<file path="src/rtl/balance_disp_pkg.sv">
// Shared definitions for the balance display sequencer.
//  - state_t        : display FSM states
//  - ACC_*          : account index constants (USD, BTC, ETH, XRP, LTC)
//  - NUM_ACCT/SEL_W : account count and select width
//  - cnt_w()        : bits needed to hold a counter value
//  - ROT_CNT_W/HOLD_CNT_W : counter widths for the default tick settings
package balance_disp_pkg;

    localparam int NUM_ACCT = 5;
    localparam int SEL_W    = $clog2(NUM_ACCT);

    localparam int ACC_USD = 0;
    localparam int ACC_BTC = 1;
    localparam int ACC_ETH = 2;
    localparam int ACC_XRP = 3;
    localparam int ACC_LTC = 4;

    localparam int DEF_ROTATE_TICKS = 5;
    localparam int DEF_HOLD_TICKS   = 3;

    // Bits needed to represent max_val (never less than one).
    function automatic int cnt_w(input int max_val);
        return (max_val < 2) ? 1 : $clog2(max_val + 1);
    endfunction

    localparam int ROT_CNT_W  = cnt_w(DEF_ROTATE_TICKS - 1);
    localparam int HOLD_CNT_W = cnt_w(DEF_HOLD_TICKS);

    typedef enum logic [1:0] {
        INIT   = 2'd0,
        MANUAL = 2'd1,
        ROTATE = 2'd2,
        HOLD   = 2'd3
    } state_t;

    // Next account index, wrapping from the last account back to USD.
    function automatic logic [SEL_W-1:0] next_acct(input logic [SEL_W-1:0] s);
        return (s == SEL_W'(NUM_ACCT - 1)) ? '0 : s + 1'b1;
    endfunction

endpackage

</file>
<file path="src/rtl/pend_prio_enc.sv">
// Lowest-set-bit encoder for the pending-update vector.
//  pend : in  NUM_ACCT  pending bits, one per account
//  any  : out 1         at least one bit set
//  idx  : out SEL_W     index of the lowest set bit (0 when none)
module pend_prio_enc
    import balance_disp_pkg::*;
(
    input  logic [NUM_ACCT-1:0] pend,
    output logic                any,
    output logic [SEL_W-1:0]    idx
);

    always_comb begin
        any = |pend;
        idx = '0;
        // Scan downward so the lowest set bit is the last one written.
        for (int i = NUM_ACCT - 1; i >= 0; i--) begin
            if (pend[i]) idx = SEL_W'(i);
        end
    end

endmodule

</file>
<file path="src/rtl/balance_display_ctrl.sv">
// Balance display sequencer: chooses which account drives the shared
// seven-segment decoder and snapshots its balance so digits never tear.
//  clk, rst_n   : clock, asynchronous active-low reset
//  tick         : 1 Hz single-cycle pulse
//  step         : debounced single-cycle button pulse
//  auto_en      : 1 = timed auto-rotation, 0 = manual stepping
//  upd_vld      : per-account update strobe (balance valid same cycle)
//  bal_*        : current account balances
//  disp_sel     : displayed account index
//  disp_value   : snapshot feeding the decoder
//  disp_load    : pulses in the cycle disp_sel/disp_value change
//  hold_active  : high while a just-updated account is being held
module balance_display_ctrl
    import balance_disp_pkg::*;
#(
    parameter int BAL_W        = 32,
    parameter int ROTATE_TICKS = DEF_ROTATE_TICKS,
    parameter int HOLD_TICKS   = DEF_HOLD_TICKS
) (
    input  logic                clk,
    input  logic                rst_n,
    input  logic                tick,
    input  logic                step,
    input  logic                auto_en,
    input  logic [NUM_ACCT-1:0] upd_vld,
    input  logic [BAL_W-1:0]    bal_usd,
    input  logic [BAL_W-1:0]    bal_btc,
    input  logic [BAL_W-1:0]    bal_eth,
    input  logic [BAL_W-1:0]    bal_xrp,
    input  logic [BAL_W-1:0]    bal_ltc,
    output logic [SEL_W-1:0]    disp_sel,
    output logic [BAL_W-1:0]    disp_value,
    output logic                disp_load,
    output logic                hold_active
);

    localparam int ROT_W  = cnt_w(ROTATE_TICKS - 1);
    localparam int HOLD_W = cnt_w(HOLD_TICKS);
    localparam logic [ROT_W-1:0]  ROT_LAST = ROT_W'(ROTATE_TICKS - 1);
    localparam logic [HOLD_W-1:0] HOLD_ONE = HOLD_W'(1);

    state_t                      state, state_nxt;
    logic [NUM_ACCT-1:0]         pend;
    logic [ROT_W-1:0]            rot_cnt;
    logic [HOLD_W-1:0]           hold_cnt;
    logic                        pend_any;
    logic [SEL_W-1:0]            pend_idx;
    logic [NUM_ACCT-1:0][BAL_W-1:0] bal_arr;

    // Per-cycle actions decided by the FSM.
    logic do_init, enter_hold, adv, rot_clr, rot_inc, hold_dec;
    logic [SEL_W-1:0] sel_nxt;
    logic             load;

    assign bal_arr[ACC_USD] = bal_usd;
    assign bal_arr[ACC_BTC] = bal_btc;
    assign bal_arr[ACC_ETH] = bal_eth;
    assign bal_arr[ACC_XRP] = bal_xrp;
    assign bal_arr[ACC_LTC] = bal_ltc;

    pend_prio_enc u_prio (
        .pend (pend),
        .any  (pend_any),
        .idx  (pend_idx)
    );

    // State register.
    always_ff @(posedge clk or negedge rst_n) begin
        if (!rst_n) state <= INIT;
        else        state <= state_nxt;
    end

    // Next state. Priority outside HOLD: pending hold > mode change > step/tick.
    // A mode change cycle leaves disp_sel alone, so step/tick there are not acted on.
    always_comb begin
        state_nxt  = state;
        do_init    = 1'b0;
        enter_hold = 1'b0;
        adv        = 1'b0;
        rot_clr    = 1'b0;
        rot_inc    = 1'b0;
        hold_dec   = 1'b0;
        unique case (state)
            INIT: begin
                do_init   = 1'b1;
                rot_clr   = 1'b1;
                state_nxt = auto_en ? ROTATE : MANUAL;
            end
            MANUAL, ROTATE: begin
                if (pend_any) begin
                    enter_hold = 1'b1;
                    state_nxt  = HOLD;
                end else if (auto_en != (state == ROTATE)) begin
                    rot_clr   = 1'b1;
                    state_nxt = auto_en ? ROTATE : MANUAL;
                end else if (state == MANUAL) begin
                    adv = step;
                end else if (step || (tick && rot_cnt == ROT_LAST)) begin
                    adv     = 1'b1;
                    rot_clr = 1'b1;
                end else if (tick) begin
                    rot_inc = 1'b1;
                end
            end
            HOLD: begin
                if (step || (tick && hold_cnt == HOLD_ONE)) begin
                    adv       = step;
                    rot_clr   = 1'b1;
                    state_nxt = auto_en ? ROTATE : MANUAL;
                end else if (tick) begin
                    hold_dec = 1'b1;
                end
            end
            default: state_nxt = INIT;
        endcase
    end

    // Outputs derived directly from state.
    always_comb begin
        hold_active = (state == HOLD);
    end

    // Selection and snapshot. A refresh of the shown account reloads in place.
    always_comb begin
        sel_nxt = disp_sel;
        if (do_init)         sel_nxt = SEL_W'(ACC_USD);
        else if (enter_hold) sel_nxt = pend_idx;
        else if (adv)        sel_nxt = next_acct(disp_sel);
        load = do_init | enter_hold | adv | upd_vld[disp_sel];
    end

    always_ff @(posedge clk or negedge rst_n) begin
        if (!rst_n) begin
            disp_sel   <= '0;
            disp_value <= '0;
            disp_load  <= 1'b0;
        end else begin
            disp_sel  <= sel_nxt;
            disp_load <= load;
            if (load) disp_value <= bal_arr[sel_nxt];
        end
    end

    // Pending updates: the bit being serviced clears, but a new strobe on
    // the same bit in the same cycle keeps it set.
    always_ff @(posedge clk or negedge rst_n) begin
        if (!rst_n) begin
            pend <= '0;
        end else begin
            pend <= (pend & ~(enter_hold ? (NUM_ACCT'(1) << pend_idx) : '0)) | upd_vld;
        end
    end

    always_ff @(posedge clk or negedge rst_n) begin
        if (!rst_n) begin
            rot_cnt  <= '0;
            hold_cnt <= '0;
        end else begin
            if (rot_clr)      rot_cnt <= '0;
            else if (rot_inc) rot_cnt <= rot_cnt + 1'b1;

            if (enter_hold)    hold_cnt <= HOLD_W'(HOLD_TICKS);
            else if (hold_dec) hold_cnt <= hold_cnt - 1'b1;
        end
    end

endmodule

</file>
<file path="config.mk">
export PLATFORM = sky130hd
export DESIGN_NAME = balance_display_ctrl
export DESIGN_NICKNAME = d
export VERILOG_FILES = /design/src/rtl/balance_disp_pkg.sv /design/src/rtl/pend_prio_enc.sv /design/src/rtl/balance_display_ctrl.sv
export SDC_FILE = /design/constraint.sdc
export NUM_CORES = 1
export LEC_CHECK = 0
export ABC_AREA = 0
export BUFFER_PORTS_ARGS = -buffer_cell sky130_fd_sc_hd__buf_2
export CORE_MARGIN = 3
export CORE_UTILIZATION = 53
export CTS_BUF_LIST = sky130_fd_sc_hd__clkbuf_2 sky130_fd_sc_hd__clkbuf_4 sky130_fd_sc_hd__clkbuf_8
export DETAILED_ROUTE_END_ITERATION = 10
export PLACE_DENSITY = 0.89
export SLEW_MARGIN = 20
export SYNTH_ARGS = -nofsm -noshare
export SYNTH_HDL_FRONTEND = slang
export SYNTH_SLANG_ARGS = --single-unit
export TNS_END_PERCENT = 20
</file>
<file path="constraint.sdc">
create_clock -name clk -period 4.5 [get_ports clk]
set_input_delay 0.45 -clock clk [delete_from_list [all_inputs] [get_ports clk]]
set_output_delay 0.45 -clock clk [all_outputs]
set_load 0.03 [all_outputs]
</file>
* Word level (Yosys, flattened, before mapping)
Cells that the tools add are included.
** Storage, ports and cells
- Bits in registers :: 48
- Output and inout bits :: 37
- Input bits :: 170
- Memories :: 0
- Memory bits (read-only) :: 0
- Bits in writable memories :: 0
- Latch bits :: 0
- Word-level logic and storage cells :: 83
** Operators by class
- Bitwise logic cells :: 6
- Shift-type cells :: 1
- Add/subtract/negate cells :: 3
- Multipliers :: 0
- Multiplexer cells :: 45
- Reduce and logical (&&, ||, !) cells :: 10
- Equality and inequality tests :: 9
- $lt $le $gt $ge :: 2
- Div/mod/pow operators :: 0
** Operators with widths (number)
- $bmux W32 S3 :: 1
- $mux W3 :: 11
- $mux W32 :: 1
- $mux W1 :: 21
- $mux W2 :: 6
- $lt A3 B4 Y1 const B :: 2
- $add A3 B1 Y3 const B :: 2
- $eq A3 B3 Y1 const B :: 2
- $pmux W2 S3 :: 1
- $and A5 B5 Y5 :: 1
- $mux W5 :: 1
- $not A5 Y5 :: 1
- $or A5 B5 Y5 :: 1
- $reduce_or A5 Y1 :: 1
- $shl A1 B3 Y5 const A :: 1
- $eq A2 B1 Y1 const B :: 2
- $eq A2 B2 Y1 const B :: 2
- $reduce_bool A2 Y1 :: 2
- $bmux W1 S3 :: 1
- $ne A3 B3 Y1 const B :: 1
- $or A1 B1 Y1 :: 3
- $pmux W1 S3 :: 1
- $logic_and A1 B1 Y1 :: 2
- $logic_not A2 Y1 :: 1
- 7 further kinds :: 8

* Longest topological paths before layout
Gate-level depths: netlist of run 1.
- Word-level depth :: 13
- Gate-level depth with buffers :: 12
- Mapped depth without buffers :: 9

* Hierarchy
A second synthesis of run 1 with hierarchy kept.
** Second synthesis, totals
- Cells, all modules :: 301
- Area total of the unflattened synthesis :: 3179.3 µm²
** Modules (own cells, without submodules)
- balance_display_ctrl :: sequential area each 1201.2 µm², area each 3130.5 µm², times used 1, cells an instance 293
- pend_prio_enc :: sequential area each 0.0 µm², area each 48.8 µm², times used 1, cells an instance 8

* Worst setup path after synthesis of run 1
OpenSTA, ideal clock, no wires.
- Path type :: register to register
- From :: reg state[0]
- To :: reg disp_value[10]
- Clock period less this slack :: 2.847 ns
- Library setup time :: 0.099 ns
- Path slack :: 1.653 ns
- Path buffers :: 3
- Stages on the path, launching flop included :: 13
- Arrival time :: 2.747 ns
- Data required time :: 4.401 ns
- Cell sequence :: dfrtp_1 inv_1 ha_1 nand2b_1 clkbuf_1 or4_1 or3b_1 and3_1 buf_2 inv_2 clkbuf_1 nand3_1 a311oi_1
** On the way
- Word-level cells in the longest chain between the ends :: 10
- Elaborated cells on any way between the ends :: 20
- Those cells by class :: 4 x eq/ne; 11 x mux; 3 x bitwise; 2 x reduce/logical
** RTL lines
- from (decl) :: line balance_display_ctrl.sv:42 : state_t state, state_nxt;
- from (signal assigned) :: line balance_display_ctrl.sv:70 : else state <= state_nxt;
- $eq A2 B1 Y1 or $eq A2 B2 Y1 (tied branches) :: line balance_display_ctrl.sv:83, balance_display_ctrl.sv:96, balance_display_ctrl.sv:93
- $mux W1 or $ne A1 B1 Y1 (tied branches) :: line balance_display_ctrl.sv:96, balance_display_ctrl.sv:93
- $mux W1 :: line balance_display_ctrl.sv:93 : end else if (auto_en != (state == ROTATE)) begin
- $mux W1 :: line balance_display_ctrl.sv:90 : if (pend_any) begin
- $pmux W1 S2 :: line balance_display_ctrl.sv:83 : unique case (state)
- $mux W3 :: line balance_display_ctrl.sv:128 : else if (adv) sel_nxt = next_acct(disp_sel);
- $mux W3 :: line balance_display_ctrl.sv:127 : else if (enter_hold) sel_nxt = pend_idx;
- $mux W3 :: line balance_display_ctrl.sv:126 : if (do_init) sel_nxt = SEL_W'(ACC_USD);
- $bmux W32 S3 :: line balance_display_ctrl.sv:140 : if (load) disp_value <= bal_arr[sel_nxt];
- $mux W32 (implied by the code) :: line balance_display_ctrl.sv:140
- to (signal assigned) :: line balance_display_ctrl.sv:140
- to (decl) :: line balance_display_ctrl.sv:32 : output logic [BAL_W-1:0] disp_value,
Parallel ways exist; a longest one is shown, timed or not. The select of a mux whose other input is x is not followed.
A chain may end at the register's enable or synchronous reset.

* Final worst setup path of run 1
- From :: reg pend[1]
- To :: reg disp_value[31]
** On the way
- Word-level cells in the longest chain between the ends :: 8
- Elaborated cells on any way between the ends :: 15
- Those cells by class :: 11 x mux; 3 x bitwise; 1 x reduce/logical
** RTL lines
- from (decl) :: line balance_display_ctrl.sv:43 : logic [NUM_ACCT-1:0] pend;
- from (signal assigned) :: line balance_display_ctrl.sv:150 : pend <= (pend & ~(enter_hold ? (NUM_ACCT'(1) << pend_idx) : '0)) | upd_vld;
- $reduce_or A5 Y1 :: line pend_prio_enc.sv:14 : any = |pend;
- $mux W1 :: line balance_display_ctrl.sv:90
- $pmux W1 S2 :: line balance_display_ctrl.sv:83
- $mux W3 :: line balance_display_ctrl.sv:128
- $mux W3 :: line balance_display_ctrl.sv:127
- $mux W3 :: line balance_display_ctrl.sv:126
- $bmux W32 S3 :: line balance_display_ctrl.sv:140
- $mux W32 (implied by the code) :: line balance_display_ctrl.sv:140
Parallel ways exist; a longest one is shown, timed or not. The select of a mux whose other input is x is not followed.

==> summary.txt, run 1 <==
Run status
  • Status: completed

Yosys
  • Netlist Area Pre-Place: approximately 4400 um^2
  • Post-synth top area share: 0.270
  • Seq cells post-synth: 48
  • Synth warn: 0
  • EDFF count, synth: 0
  • Synth top area cells: dfrtp_1, nand4_1, mux2_4, a2111oi_0, a311oi_1
  • Syn Nets: about 690
  • Synth Area per Inst: 8.73 um^2
  • Sequential-to-total area share from yosys stat: 0.270
  • Most common cell in the netlist: nand4_1
  • Ys async rst share: 1.00
  • Top cells by count, synth: nand4_1, clkbuf_1, dfrtp_1
  • Top cell type by total area after synthesis: dfrtp_1
  • Top_reg_cell synth: dfrtp_1
  • Mapped Cells: 509
  • Count of cell types in the netlist: 56

Critical path
  • Crit path max-delay family: simple AND/OR/NAND/NOR gates
  • Worst path cell trace: or4_1, o31ai_4, a311o_2, nand3_4, inv_2, buf_12, mux2_2, a311oi_1
  • Largest fanout on the critical path: 36
  • Critical path data required time: 4700 ps
  • Setup Crit Path Kind: reg2reg
  • Setup crit end kind: register
  • Critical path data arrival time: about 4000 ps
  • Critical path's slowest cell: or4_1
  • CP max stage delay: 700 ps
  • Critical Path Start Type: register
  • WP buf/inv: 2

CTS
  • Worst-skew pair later-pin latency: 300 ps
  • Bufs on Longest Clock Path: 2
  • Cts hold-fix bufs: 0
  • Post-CTS Setup Repair Bufs: 0
  • TritonCTS clock tree: yes
  • CTS clk-pin slew, worst paths: 90 ps
  • CTS-repair resized insts: 0
  • Htree depth: 2
  • Clock root buffer master: clkbuf_8
  • CTS buffer count: 5
  • Clock Sinks: 48

Detailed routing
  • Final wirelength: 15800 um
  • Initial drt markers: 405
  • Routed Antenna Nets: 0
  • Vias/cell: 6.80
  • WL/cell: 20.6 um
  • Pre-Repair DR Iteration Count: 5
  • Residual DRC: 0
  • Routed vias: 5233

Layout
  • Fin area: 5550 um^2
  • ANT cells: 0
  • Area Growth Syn to Fin: 24.8%
  • Ratio of cells with drive above 1 in the final layout: 0.411
  • Final net count: 845
  • Fillers: approximately 640

Placement
  • Placed inst area: 5430 um^2
  • Dpl hpwl: around 11000 um
  • Routability cong.: 0.870
  • Input/output buffers: 206

STA
  • Slew HR: 0.454
  • Period utilisation layout: 0.859
  • Fmax: ~0.26 GHz
  • Final Skew: roughly 6.6 ps
  • Least-Margin Pin Slew: 817 ps
  • Crit path time final: 3860 ps
  • Final hold violation count: 0
  • Final setup viols: 0
  • Setup TNS: 0 ps
  • Final Max Slew Viols: 0
  • RSZ-0062 raised after global routing: false

Floorplanning
  • Die Span X: 97.6 um
  • Std cell rows: 32
  • IO Pins: 207
  • Die area: 9520 um^2
  • Die height: 97.6 um
  • Initial Utilization: 0.561
  • Core Region: 7930 um^2

Min path
  • Hold Path Class: in2async

Power and ir drop
  • Pwr per Cell Area: 769 nW/um^2
  • Total power: 4.27 mW
  • Leakage: 2.55 nW
  • Peak supply drop: 437 uV

Global routing
  • Gr usage total: 0.312
  • Number of global-route vias before repair: a little over 5000
  • Global-route wire length before repair: 24600 um
  • Largest net degree at the start of global routing: 66
  • Congestion Overflow GR: 0
  • Initial antenna violation count: 2

Job
  • Max-Cap Viols: 0
==> worst register-to-register path, cell delays in order, from the launching register on <==
cell	delay, ps
dfrtp_1	450
or4_1	700
o31ai_4	370
a311o_2	270
nand3_4	350
inv_2	650
buf_12	310
mux2_2	380
a311oi_1	280
==> placed cells by master (no fill, tap or decap), types with 9 or more instances in the layout <==
| cell | instances |
|---|---|
| a2111oi_0 | 32 |
| a311oi_1 | 32 |
| a31oi_1 | 33 |
| buf_2 | 205 |
| buf_4 | 12 |
| dfrtp_1 | 48 |
| ha_1 | 9 |
| inv_1 | 41 |
| mux2_4 | 27 |
| nand2_1 | 11 |
| nand3_1 | 33 |
| nand4_1 | 65 |
| nor2_1 | 11 |
| o32ai_1 | 32 |
==> power breakdown <==
part | leakage [nW] | internal [mW] | switching, mW
sequential | 0.543 | 0.644 | 0.135
clock | 0.0541 | 0.165 | 0.156
combinational | 1.95 | 1.15 | 2.02
==> flip-flops by register name, summed over array words and instances (netlist names) <==
register,cells
disp_load,1
disp_sel,3
disp_value,32
rot_cnt,3
pend,5
state,2
hold_cnt,2
==> path summary, 6_finish.rpt <==
| check | slack, ps | endpoint | cells after the start | start |
|---|---|---|---|---|
| max in group asynchronous | 3920 | disp_sel[1] | 1 | rst_n |
| setup reg to reg | 640 | disp_value[31] | 8 | pend[1] |
| setup / recovery | 640 | disp_value[31] | 8 | pend[1] |
| min in group clk | 340 | pend[0] | 2 | upd_vld[0] |
| hold reg to reg | 570 | state[1] | 2 | state[1] |
| hold / removal | 160 | pend[4] | 1 | rst_n |
==> per-stage QoR <==
stage               instances  utilization  setup slack (ps)  hold WS, ps
global route              769        0.699               430          198
floorplan                 509            -              1650          154
CTS                       769        0.698               669          339
detailed placement        761        0.684               694          533
finish                    769        0.699               636          158
global placement          761        0.684               811          509
==> metal layers <==
layer  track usage  part of all wire  vias up
li1              -                 -     2370
met1         0.395              0.37     2452
met2         0.516              0.49      357
met3        0.0625              0.11       50
met4         0.133             0.029        4
met5             0            0.0013        -
==> cells by family after synthesis <==
family / Yosys count / synth area share
buffers and inverters: 111 / 0.105
AO/OA/AOI/OAI: 159 / 0.291
flip-flops: 48 / 0.270
AND/OR/NAND/NOR: 142 / 0.188
multiplexers: 35 / 0.111
adder cells (fa/ha/maj): 9 / 0.0253
XOR/XNOR: 5 / 0.00986
==> layout make-up <==
| type | instances | area [um^2] | share of cell area |
|---|---|---|---|
| inverters | 43 | 161 | 0.0291 |
| flip-flops and latches | 48 | 1200 | 0.217 |
| clock inverters | 3 | 42.5 | 0.00767 |
| repair buffers | 218 | 1140 | 0.205 |
| well taps | 102 | 128 | 0.0230 |
| clock buffers | 5 | 68.8 | 0.0124 |
| multi-input cells | 350 | 2810 | 0.506 |
(Power assumes the default switching activity.)
==> inputs of run 2 (changes only) <==
Settings changed: CORE_MARGIN 3 to not set.
==> summary.txt, run 2 (synthesized netlist as in run 1, its figures left out) <==
Min path
  • Hold Path Class: in2async

Critical path
  • Critical path's slowest cell: inv_2
  • Setup Crit Path Kind: reg2reg
  • Crit path max-delay family: buffers and inverters
  • Largest fanout on the critical path: 34
  • Critical path data required time: 4700 ps
  • Worst path cell trace: inv_1, ha_1, nand2b_1, o31ai_4, a311o_2, nand3_4, inv_2, buf_12, mux2_4, a311oi_1
  • WP buf/inv: 3
  • Setup crit end kind: register
  • Critical path data arrival time: 4120 ps
  • Critical Path Start Type: register
  • CP max stage delay: 710 ps

STA
  • Final hold violation count: 0
  • Final Skew: 4.77 ps
  • Crit path time final: 3920 ps
  • Slew HR: 0.489
  • Minimum hold slack: ~160 ps
  • Period utilisation layout: 0.872
  • Least-Margin Pin Slew: 764 ps
  • Final setup viols: 0
  • Final Max Slew Viols: 0
  • Final WS setup: 578 ps
  • Fmax: between 0.2 and 0.3 GHz
  • RSZ-0062 raised after global routing: false
  • Setup TNS: 0 ps

Layout
  • Ratio of cells with drive above 1 in the final layout: 0.411
  • Final net count: 846
  • Fillers: 694
  • Max reg flops: 32
  • Most common cell after layout, fill and taps aside: buf_2
  • Sequential cell area: 1200 um^2
  • Top Registers: disp_value (32), pend (5)
  • Most frequent cells in the layout: buf_2, nand4_1, dfrtp_1
  • ANT cells: 0
  • Multi-input logic area: 2800 um^2
  • Area Growth Syn to Fin: 24.2%
  • Most flops, register: disp_value
  • Final non-filler cell total: 772

Floorplanning
  • Initial Utilization: 0.544
  • Die area: 8760 um^2
  • Core Region: slightly above 8000 um^2
  • Die height: approximately 94 um
  • Std cell rows: 33
  • Die Span X: 93.6 um
  • IO Pins: 207

CTS
  • Clock root buffer master: clkbuf_8
  • Cts hold-fix bufs: 0
  • TritonCTS clock tree: yes
  • Worst-skew pair later-pin latency: 300 ps
  • Htree depth: 2
  • Post-CTS Setup Repair Bufs: 0
  • CTS clk-pin slew, worst paths: 90 ps
  • Bufs on Longest Clock Path: 2
  • CTS buffer count: 5
  • Clock Sinks: 48
  • CTS-repair resized insts: 0

Job
  • Max-Cap Viols: 0

Power and ir drop
  • Pwr per Cell Area: 763 nW/um^2
  • Int Power: 1.91 mW
  • Peak supply drop: about 450 uV
  • Switch share: 0.546
  • Total power: ~4.2 mW
  • Reg power frac: 0.185
  • Clk pwr share: 0.061
  • Leakage: approximately 2.5 nW
  • Combinational share of power: 0.754
  • Net switching power of the design: 2.30 mW

Detailed routing
  • Final wirelength: around 15000 um
  • Vias/cell: 6.82
  • Pre-Repair DR Iteration Count: 8
  • Initial drt markers: 458
  • Residual DRC: 2
  • Routed vias: 5264
  • WL/cell: about 20 um
  • Routed Antenna Nets: 0

Global routing
  • Initial antenna violation count: 0
  • Largest net degree at the start of global routing: between 60 and 70
  • Global-route wire length before repair: 23900 um
  • Congestion Overflow GR: 0
  • Number of global-route vias before repair: 4863
  • Gr usage total: 0.345

Run status
  • Violated checks: DRC
  • Status: finished, violations left

Placement
  • Place WS: 671 ps
  • Routability cong.: 0.943
  • Input/output buffers: roughly 210
  • Dpl hpwl: 10400 um
  • Placed insts: 765
## run 2: changes by cell type in the layout (fill, tap and decap cells not counted)
cell | before | now
clkinvlp_4 | 1 | 0
buf_4 | 12 | 13
o21a_2 | 0 | 1
bufinv_16 | 1 | 0
clkbuf_4 | 0 | 1
o21a_4 | 1 | 0
## run 2: power by group through the flow
stage | combinational [mW] | clock (mW) | sequential, mW
floorplan | 2.08 | 0 | 1.08
global placement | 3.00 | 0 | 0.770
detailed placement | 3.11 | 0 | 0.785
CTS | 3.12 | 0.259 | 0.776
global route | 3.38 | 0.272 | 0.794
finish | 3.17 | 0.257 | 0.781
## run 2: through the flow
stage               utilization  area [um^2]
floorplan                     -         4440
global route              0.675         5520
CTS                       0.675         5520
detailed placement        0.665         5440
global placement          0.665         5440
finish                    0.675         5520
## run 2: final timing paths
check                      startpoint             end  slack [ps]  cells past startpoint
min in group clk           upd_vld[1]         pend[1]         360                      2
hold / removal                  rst_n         pend[3]         160                      1
max in group asynchronous       rst_n  disp_value[18]        3910                      1
hold reg to reg               pend[4]         pend[4]         550                      1
setup / recovery             state[1]  disp_value[20]         580                     10
setup reg to reg             state[1]  disp_value[20]         580                     10
## run 2: routing by layer
layer / wire length (um) / global-route usage / vias up
met5: 0 / 0 / -
met4: 507 / 0.151 / 0
met3: 1460 / 0.0415 / 54
met2: 7660 / 0.585 / 396
met1: 5680 / 0.440 / 2447
li1: - / - / 2367
## run 2: final cells by class
type,instances,area share
inverters,43,0.0292
clock inverters,1,0.000907
multi-input cells,350,0.507
well taps,105,0.0238
repair buffers,219,0.207
flip-flops and latches,48,0.218
clock buffers,6,0.0138
